==> src/rtl/key_pkg.sv <==
// Shared definitions for the key-driven parameter editor: key indices, FSM encoding and
// the millisecond-to-cycle conversion used for hold/repeat timing.
package key_pkg;

  localparam int unsigned KEY_UP    = 0;
  localparam int unsigned KEY_DOWN  = 1;
  localparam int unsigned KEY_NEXT  = 2;
  localparam int unsigned KEY_ENTER = 3;

  typedef enum logic [1:0] {
    StIdle   = 2'd0,
    StHold   = 2'd1,
    StRepeat = 2'd2,
    StCommit = 2'd3
  } state_e;

  function automatic logic [31:0] ms_to_cyc(input int unsigned clk_freq, input int unsigned ms);
    return clk_freq / 1000 * ms;
  endfunction

endpackage

==> src/rtl/key_repeat_timer.sv <==
// Free-running hold timer with synchronous clear/enable; flags the long-press and
// auto-repeat terminal counts.
module key_repeat_timer #(
  parameter logic [31:0] LONG_CYC = 32'd25_000_000,
  parameter logic [31:0] REP_CYC  = 32'd5_000_000
) (
  input  logic clk,
  input  logic rst,
  input  logic clr,
  input  logic en,
  output logic long_done,
  output logic rep_done
);

  logic [31:0] cnt_q, cnt_d;

  always_comb begin
    cnt_d = cnt_q;
    if (clr) begin
      cnt_d = '0;
    end else if (en) begin
      cnt_d = cnt_q + 32'd1;
    end
  end

  always_ff @(posedge clk) begin
    if (rst) begin
      cnt_q <= '0;
    end else begin
      cnt_q <= cnt_d;
    end
  end

  assign long_done = (cnt_q == LONG_CYC - 32'd1);
  assign rep_done  = (cnt_q == REP_CYC - 32'd1);

endmodule

==> src/rtl/key_param_ctrl.sv <==
// Turns debounced active-low keys into saturating edits of PARAM_CNT working parameters,
// with long-press auto-repeat and a valid/ready commit of a parameter snapshot.
module key_param_ctrl
  import key_pkg::*;
#(
  parameter int unsigned CLK_FREQ  = 50_000_000,
  parameter int unsigned PARAM_CNT = 4,
  parameter int unsigned PARAM_W   = 16,
  parameter int unsigned PARAM_MAX = 1000,
  parameter int unsigned PARAM_DEF = 100,
  parameter int unsigned LONG_MS   = 500,
  parameter int unsigned REPEAT_MS = 100,
  localparam int unsigned SEL_W    = $clog2(PARAM_CNT)
) (
  input  logic                         clk,
  input  logic                         rst,
  input  logic [3:0]                   keys_stable,
  output logic [SEL_W-1:0]             param_sel,
  output logic [PARAM_CNT*PARAM_W-1:0] param_val,
  output logic [PARAM_CNT*PARAM_W-1:0] cfg_data,
  output logic                         cfg_valid,
  input  logic                         cfg_ready,
  output logic                         busy
);

  localparam logic [31:0]        LONG_CYC = ms_to_cyc(CLK_FREQ, LONG_MS);
  localparam logic [31:0]        REP_CYC  = ms_to_cyc(CLK_FREQ, REPEAT_MS);
  localparam logic [PARAM_W-1:0] MAX_V    = PARAM_W'(PARAM_MAX);
  localparam logic [PARAM_W-1:0] DEF_V    = PARAM_W'(PARAM_DEF);
  localparam logic [SEL_W-1:0]   LAST_SEL = SEL_W'(PARAM_CNT - 1);

  state_e                         state_q, state_d;
  logic [3:0]                     hist_q;
  logic [3:0]                     held_q, held_d;
  logic [SEL_W-1:0]               sel_q, sel_d;
  logic [PARAM_W-1:0]             param_q [PARAM_CNT];
  logic [PARAM_W-1:0]             param_d [PARAM_CNT];
  logic [PARAM_CNT*PARAM_W-1:0]   cfg_q, cfg_d;
  logic                           valid_q, valid_d;

  logic one_low, pressed, step_req, step_up, tmr_clr, tmr_en, long_done, rep_done;
  logic [PARAM_W-1:0] cur_val, nxt_val;

  // A press needs exactly one key low, and that key must have been high last cycle.
  assign one_low = (keys_stable inside {4'b1110, 4'b1101, 4'b1011, 4'b0111});
  assign pressed = one_low && ((hist_q & ~keys_stable) != 4'b0000);

  key_repeat_timer #(
    .LONG_CYC (LONG_CYC),
    .REP_CYC  (REP_CYC)
  ) u_timer (
    .clk       (clk),
    .rst       (rst),
    .clr       (tmr_clr),
    .en        (tmr_en),
    .long_done (long_done),
    .rep_done  (rep_done)
  );

  always_comb begin
    state_d  = state_q;
    held_d   = held_q;
    sel_d    = sel_q;
    cfg_d    = cfg_q;
    valid_d  = valid_q;
    step_req = 1'b0;
    step_up  = 1'b0;
    tmr_clr  = 1'b0;
    tmr_en   = 1'b0;
    unique case (state_q)
      StIdle: begin
        if (pressed) begin
          if (!keys_stable[KEY_UP] || !keys_stable[KEY_DOWN]) begin
            step_req = 1'b1;
            step_up  = !keys_stable[KEY_UP];
            held_d   = keys_stable;
            tmr_clr  = 1'b1;
            state_d  = StHold;
          end else if (!keys_stable[KEY_NEXT]) begin
            sel_d = (sel_q == LAST_SEL) ? '0 : sel_q + SEL_W'(1);
          end else begin
            cfg_d   = param_val;
            valid_d = 1'b1;
            state_d = StCommit;
          end
        end
      end
      StHold, StRepeat: begin
        if (keys_stable != held_q) begin
          state_d = StIdle;
        end else if ((state_q == StHold) ? long_done : rep_done) begin
          step_req = 1'b1;
          step_up  = !held_q[KEY_UP];
          tmr_clr  = 1'b1;
          state_d  = StRepeat;
        end else begin
          tmr_en = 1'b1;
        end
      end
      StCommit: begin
        if (cfg_ready) begin
          valid_d = 1'b0;
          state_d = StIdle;
        end
      end
      default: state_d = StIdle;
    endcase
  end

  // Saturating step applied to the selected parameter only.
  always_comb begin
    cur_val = param_q[sel_q];
    nxt_val = cur_val;
    if (step_up) begin
      if (cur_val < MAX_V) nxt_val = cur_val + PARAM_W'(1);
    end else if (cur_val != '0) begin
      nxt_val = cur_val - PARAM_W'(1);
    end
    for (int i = 0; i < PARAM_CNT; i++) begin
      param_d[i] = param_q[i];
    end
    if (step_req) param_d[sel_q] = nxt_val;
  end

  always_ff @(posedge clk) begin
    if (rst) begin
      state_q <= StIdle;
      hist_q  <= 4'b1111;
      held_q  <= 4'b1111;
      sel_q   <= '0;
      cfg_q   <= {PARAM_CNT{DEF_V}};
      valid_q <= 1'b0;
      for (int i = 0; i < PARAM_CNT; i++) param_q[i] <= DEF_V;
    end else begin
      state_q <= state_d;
      hist_q  <= keys_stable;
      held_q  <= held_d;
      sel_q   <= sel_d;
      cfg_q   <= cfg_d;
      valid_q <= valid_d;
      for (int i = 0; i < PARAM_CNT; i++) param_q[i] <= param_d[i];
    end
  end

  always_comb begin
    param_val = '0;
    for (int i = 0; i < PARAM_CNT; i++) param_val[i*PARAM_W +: PARAM_W] = param_q[i];
  end

  assign param_sel = sel_q;
  assign cfg_data  = cfg_q;
  assign cfg_valid = valid_q;
  assign busy      = (state_q == StCommit);

endmodule

==> config.mk <==
export PLATFORM = sky130hd
export DESIGN_NAME = key_param_ctrl
export DESIGN_NICKNAME = d
export VERILOG_FILES = /design/src/rtl/key_pkg.sv /design/src/rtl/key_repeat_timer.sv /design/src/rtl/key_param_ctrl.sv
export SDC_FILE = /design/constraint.sdc
export NUM_CORES = 1
export LEC_CHECK = 0
export ABC_AREA = 0
export CAP_MARGIN = 20
export CORE_MARGIN = 2
export CORE_UTILIZATION = 40
export CTS_BUF_LIST = sky130_fd_sc_hd__clkbuf_8
export DETAILED_ROUTE_END_ITERATION = 8
export PLACE_DENSITY = 0.69
export SYNTH_ARGS = -nofsm -noshare
export SYNTH_HDL_FRONTEND = slang
export SYNTH_SLANG_ARGS = --single-unit
export TNS_END_PERCENT = 20
==> constraint.sdc <==
create_clock -name clk -period 3.65 [get_ports clk]
set_input_delay 0.5475 -clock clk [delete_from_list [all_inputs] [get_ports clk]]
set_output_delay 0.5475 -clock clk [all_outputs]
set_load 0.05 [all_outputs]
Word level (Yosys, flattened, before mapping)
Memory sizes are Yosys's and may differ from the RTL's. A register that Yosys moved wholly into a read port is not among the register bits.
Cells that the tools add are included.

cells by class
  $add $sub $neg = 4
  $lt $le $gt $ge = 3
  eq/ne operators = 17
  muxes and demuxes = 43
  bitwise operators = 9
  reduce and logical (&&, ||, !) cells = 18

operators by type and width
  kind                                                          count
  2-to-1 mux 16 bit                                             8
  bitwise mux 64 bit                                            1
  2-to-1 mux 64 bit                                             1
  adder 32 x 1 -> 32 bit, second input constant                 1
  demux 16 bit (select 2 bit)                                   1
  == test 32 x 23 -> 1 bit, second input constant               1
  == test 32 x 25 -> 1 bit, second input constant               1
  2-to-1 mux 1 bit                                              19
  2-to-1 mux 2 bit                                              9
  adder 16 x 1 -> 16 bit, second input constant                 1
  less-than comparator 16 x 10 -> 1 bit, second input constant  1
  nonzero test 16 bit                                           1
  subtractor 16 x 1 -> 16 bit, second input constant            1
  == test 4 bit, second input constant                          3
  AND reduction 4 bit                                           3
  inequality test 2 bit, second input constant                  4
  nonzero test 4 bit                                            2
  == test 2 bit, second input constant                          3
  inequality test 3 bit, second input constant                  2
  one-hot mux 1 bit (2 select lines)                            3
  one-hot mux 2 bit (3 select lines)                            1
  AND reduction 5 bit                                           1
  bitwise AND 4 bit                                             1
  == test 4 x 3 -> 1 bit, second input constant                 1
  other kinds (16)                                              24

storage, ports and cells
  register bits = 109
  bits in writable memories = 64
  input bits = 7
  output and inout port bits = 132
  logic and storage cells = 102
  memories = 1

memories
  name     depth  bits a word  read ports  clocked after Yosys merged registers in  write ports  line                  source
  param_q  4      16           5           1                                        4            key_param_ctrl.sv:36  logic [PARAM_W-1:0] param_q [PARAM_CNT];

Longest topological paths before layout
  word-level depth = 10
  gate-level depth with buffers = 10
  gate-level depth less buffers = 9

Hierarchy
From an unflattened synthesis, not the netlist that was laid out.

second synthesis, totals
  cell total of the unflattened synthesis = 951
  area, all modules = 8,111.5 sq um

modules (own cells, without submodules)
  module            times used  cells each  area each (sq um)
  key_param_ctrl    1           755         6,516.2
  key_repeat_timer  1           196         1,595.3

Worst setup path before layout
Ideal clock, no wire load.

  path type = flip-flop to flip-flop
  from = memory param_q[3][0]
  to = memory param_q[1][13]
  data arrival time = 2.512 ns
  required time = 3.522 ns
  path slack = 1.010 ns
  stages on the path, launching flop included = 8
  buffers on the path = 0
  clock period less this slack = 2.640 ns
  cell sequence = dfxtp_1 -> mux4_2 -> or3_1 -> nand3b_1 -> o21bai_4 -> or4b_4 -> xor2_2 -> a21oi_1

RTL lines
  item         line
  from (decl)  key_param_ctrl.sv:36

==> results.json <==
{
  "max_slew.worst_pin.slew_ps": 916,
  "design.core.area_um2": 19500,
  "critical_path.endpoint_type": "flip-flop",
  "clk_latency_ps": 470,
  "fin_hold_ws_ps": 457,
  "cts_max_level": 4,
  "rsz0062_at_grt": "false",
  "clock_path_buffers": 2,
  "cts-buffers-inserted": 17,
  "maximum_number_of_pins_on_one_net_before_global_route_repair": 84,
  "asyncSetResetFlopFracSynth": 0,
  "buffer_ports.inserted": 138,
  "cts-resized-gates": 0,
  "io_pins": 139,
  "cp_cell_sequence": "buf_12, mux4_2, nor4_2, nand3_1, nor3_1, and4_1, nor4_1, a311o_1",
  "cts_sinks": 175,
  "power_leakage_nw": 3.50,
  "wl_met1_um": 10500,
  "arrival_time_at_the_worst_endpoint_ps": 3570,
  "synth_seq_area_share": 0.439,
  "drt_drc_violations_left": 0,
  "final.period_utilization": 0.880,
  "detail_route.wirelength_um": 22900,
  "grt_util_all_layers": 0.211,
  "grt_pass1_wl_um": 36100,
  "wl_met3_um": 1510,
  "max-cap-violations": 0,
  "mappedNetlistArea_um2": 7990,
  "dr.pass1.iters": 5,
  "drtAntennaViolNets": 0,
  "placementRows": 51,
  "mappedNetlistNets": 955,
  "finalHoldViolations": 0,
  "met2_wirelength_um": 10600,
  "nNetsFinal": 1077,
  "timing.final.setup_violations": 0,
  "top_layer_used": "met4",
  "gpl.final_weighted_congestion": 0.937,
  "global_route.overflow_total": 0,
  "dpl_wire_length_um": 16100,
  "post_synth.cell_area_avg_um2": 8.52,
  "routed-via-count": 7373,
  "root_buffer": "sky130_fd_sc_hd__clkbuf_8",
  "synthFlopType": "sky130_fd_sc_hd__dfxtp_1",
  "cp-start-kind": "flip-flop",
  "die_h_um": 145,
  "post_cts_buffers": 0,
  "first_global_vias": 6603,
  "cp_top_delay_family": "simple AND/OR/NAND/NOR gates",
  "cp_slowest_stage_delay_ps": 600,
  "synth.lib_cells_used.distinct": 72,
  "avgViaCountPerCell": 5.51,
  "slew_headroom": 0.390,
  "synth-seq-cells": 175,
  "tritoncts": "built",
  "clk_pin_slew_worst_paths_ps": 90,
  "period_needed_ps": 3210,
  "antenna_cells": 0,
  "floorplan.initialDensity": 0.409,
  "critPathBufInv": 1,
  "run_status": "completed",
  "drt_iter0_markers": 536,
  "post_cts_hold_buffer_count": 0,
  "area_used_by_multi_input_combinational_logic_um2": 4190,
  "holdCritPathClass": "flip-flop to flip-flop",
  "final_layout_size_suffix_gt1_frac": 0.0933,
  "synth-warning-count": 0,
  "max_freq_mhz": 311,
  "report.power.total_mw": 3.85,
  "timing.critical_path.fanout_max": 17,
  "final.setup.tns_ps": 0,
  "number_of_slew_limit_violations_in_the_final_report": 0,
  "power_per_cell_area_nw_per_um2": 380,
  "synth-edff-count": 0,
  "number_of_instances_in_the_synthesized_netlist": 937,
  "worst_path_max_delay_cell": "sky130_fd_sc_hd__mux4_2",
  "die_area_um2": 21100,
  "synthToLayoutAreaGrowth_pct": 26.8,
  "number_of_fillers_in_the_final_layout": 1866,
  "timing.critical_path.required_ps": 4000,
  "final.setup_skew_ps": 14.0,
  "criticalPathCategory": "flip-flop to flip-flop",
  "ff_latch_area_um2": 3500,
  "route.detailed.wl_per_inst_um": 17.1,
  "vdd_ir_drop_max_mv": 0.239,
  "r2r_slack_ps": 440,
  "die_width_um": 145,
  "grt_antenna_before_repair": 0
}
## registers in the layout, summed over array words and instances (netlist names), named ones only
register	count
cfg_data	64
hist_q	4
u_timer.cnt_q	32
held_q	4
param_q	64
state_q	2
cfg_valid	1
param_sel	2
## power by group
group          internal [mW]  switching [mW]  leakage [nW]
sequential              1.94          0.0293          1.41
clock                  0.631           0.768         0.202
combinational          0.160           0.322          1.89
## metal layers
| layer | vias to the layer above | global-route usage |
|---|---|---|
| li1 | 3581 | - |
| met1 | 3501 | 0.290 |
| met2 | 270 | 0.334 |
| met3 | 21 | 0.0437 |
| met4 | 0 | 0.0642 |
| met5 | - | 0 |
## stage by stage
stage	util	worst slack, ps	area (um^2)	instances
2_1_floorplan	-	1010	7990	937
3_3_place_gp	0.498	313	9720	1305
3_5_place_dp	0.498	203	9720	1305
4_1_cts	0.519	564	10100	1337
5_1_grt	0.519	296	10100	1337
6_report	0.519	436	10100	1337
## final cells by class
class,count,area share
clock buffers,17,0.0231
well taps,265,0.0327
multi-input cells,687,0.413
inverters,17,0.00630
repair buffers,161,0.162
clock inverters,15,0.0170
flip-flops and latches,175,0.346
## worst min-delay path, stage by stage, from the launching register on
cell                      delay (ps)
sky130_fd_sc_hd__dfxtp_1         320
sky130_fd_sc_hd__nand2_1          50
sky130_fd_sc_hd__a21oi_1          50
## placed cells by master, fill, tap and decap left out, types with 3 or more instances in the layout
cell type,n
sky130_fd_sc_hd__a211o_1,4
sky130_fd_sc_hd__a21oi_1,98
sky130_fd_sc_hd__a311o_1,4
sky130_fd_sc_hd__and2_1,8
sky130_fd_sc_hd__and3_1,11
sky130_fd_sc_hd__and4_1,4
sky130_fd_sc_hd__buf_12,7
sky130_fd_sc_hd__buf_4,16
sky130_fd_sc_hd__clkbuf_8,17
sky130_fd_sc_hd__clkdlybuf4s50_1,137
sky130_fd_sc_hd__dfxtp_1,175
sky130_fd_sc_hd__ha_1,11
sky130_fd_sc_hd__inv_1,16
sky130_fd_sc_hd__inv_6,6
sky130_fd_sc_hd__mux2i_1,3
sky130_fd_sc_hd__mux4_2,17
sky130_fd_sc_hd__nand2_1,172
sky130_fd_sc_hd__nand2b_1,12
sky130_fd_sc_hd__nand3_1,45
sky130_fd_sc_hd__nand4_1,18
sky130_fd_sc_hd__nor2_1,59
sky130_fd_sc_hd__nor2b_1,3
sky130_fd_sc_hd__nor3_1,15
sky130_fd_sc_hd__nor4_1,13
sky130_fd_sc_hd__o211a_1,4
sky130_fd_sc_hd__o211ai_1,9
sky130_fd_sc_hd__o21ai_0,41
sky130_fd_sc_hd__o221ai_1,8
sky130_fd_sc_hd__o311ai_0,4
sky130_fd_sc_hd__o311ai_1,5
sky130_fd_sc_hd__o31ai_1,15
sky130_fd_sc_hd__or2_2,9
sky130_fd_sc_hd__or3_1,10
sky130_fd_sc_hd__xnor2_1,16
sky130_fd_sc_hd__xor2_1,21
## path summary, 6_finish.rpt
| path | from | endpoint | cells after the start |
|---|---|---|---|
| worst min register to register | cfg_data[23]$_SDFFE_PP0P_ | cfg_data[23]$_SDFFE_PP0P_ | 2 |
| worst max-delay path | flip-flop | param_q[3][8]$_SDFFE_PP0P_ | 8 |
| worst min-delay path | cfg_data[23]$_SDFFE_PP0P_ | cfg_data[23]$_SDFFE_PP0P_ | 2 |
| worst max register to register | flip-flop | param_q[3][8]$_SDFFE_PP0P_ | 8 |
## cell families after synthesis
logic type | synth area share
and+or+nand+nor | 0.243
AOI/OAI and AO/OA | 0.168
DFF | 0.439
buffers and inverters | 0.0381
xor gates and xnor gates | 0.0426
muxes | 0.0517
adders and majority gates | 0.0172
## cell usage after synthesis, types with 4 or more instances
library cell                 n  area [um^2]
sky130_fd_sc_hd__nand2_1   172          646
sky130_fd_sc_hd__nor4_1     13         81.3
sky130_fd_sc_hd__and2_1      8         50.1
sky130_fd_sc_hd__xnor2_1    16          140
sky130_fd_sc_hd__dfxtp_1   175         3500
sky130_fd_sc_hd__o21ai_0    41          205
sky130_fd_sc_hd__nand3_1    46          230
sky130_fd_sc_hd__xor2_1     21          184
sky130_fd_sc_hd__o31ai_1    15          113
sky130_fd_sc_hd__or3_1      10         62.6
sky130_fd_sc_hd__o311ai_1    5         43.8
sky130_fd_sc_hd__o211a_1     4         40.0
sky130_fd_sc_hd__and4_1      4         35.0
sky130_fd_sc_hd__clkbuf_1   50          188
sky130_fd_sc_hd__a21oi_1    98          490
sky130_fd_sc_hd__inv_1      16         60.1
sky130_fd_sc_hd__a311o_1     4         40.0
sky130_fd_sc_hd__ha_1       11          138
sky130_fd_sc_hd__nand2b_1   12         75.1
sky130_fd_sc_hd__nand4_1    18          113
sky130_fd_sc_hd__o311ai_0    4         35.0
sky130_fd_sc_hd__and3_1     12         75.1
sky130_fd_sc_hd__mux4_2     17          383
sky130_fd_sc_hd__o211ai_1    9         67.6
sky130_fd_sc_hd__or2_2       9         56.3
sky130_fd_sc_hd__o221ai_1    8         70.1
sky130_fd_sc_hd__nor2_1     59          221
sky130_fd_sc_hd__a211o_1     4         35.0
sky130_fd_sc_hd__nor3_1     15         75.1
No activity file was read; power rests on OpenSTA's default activity.
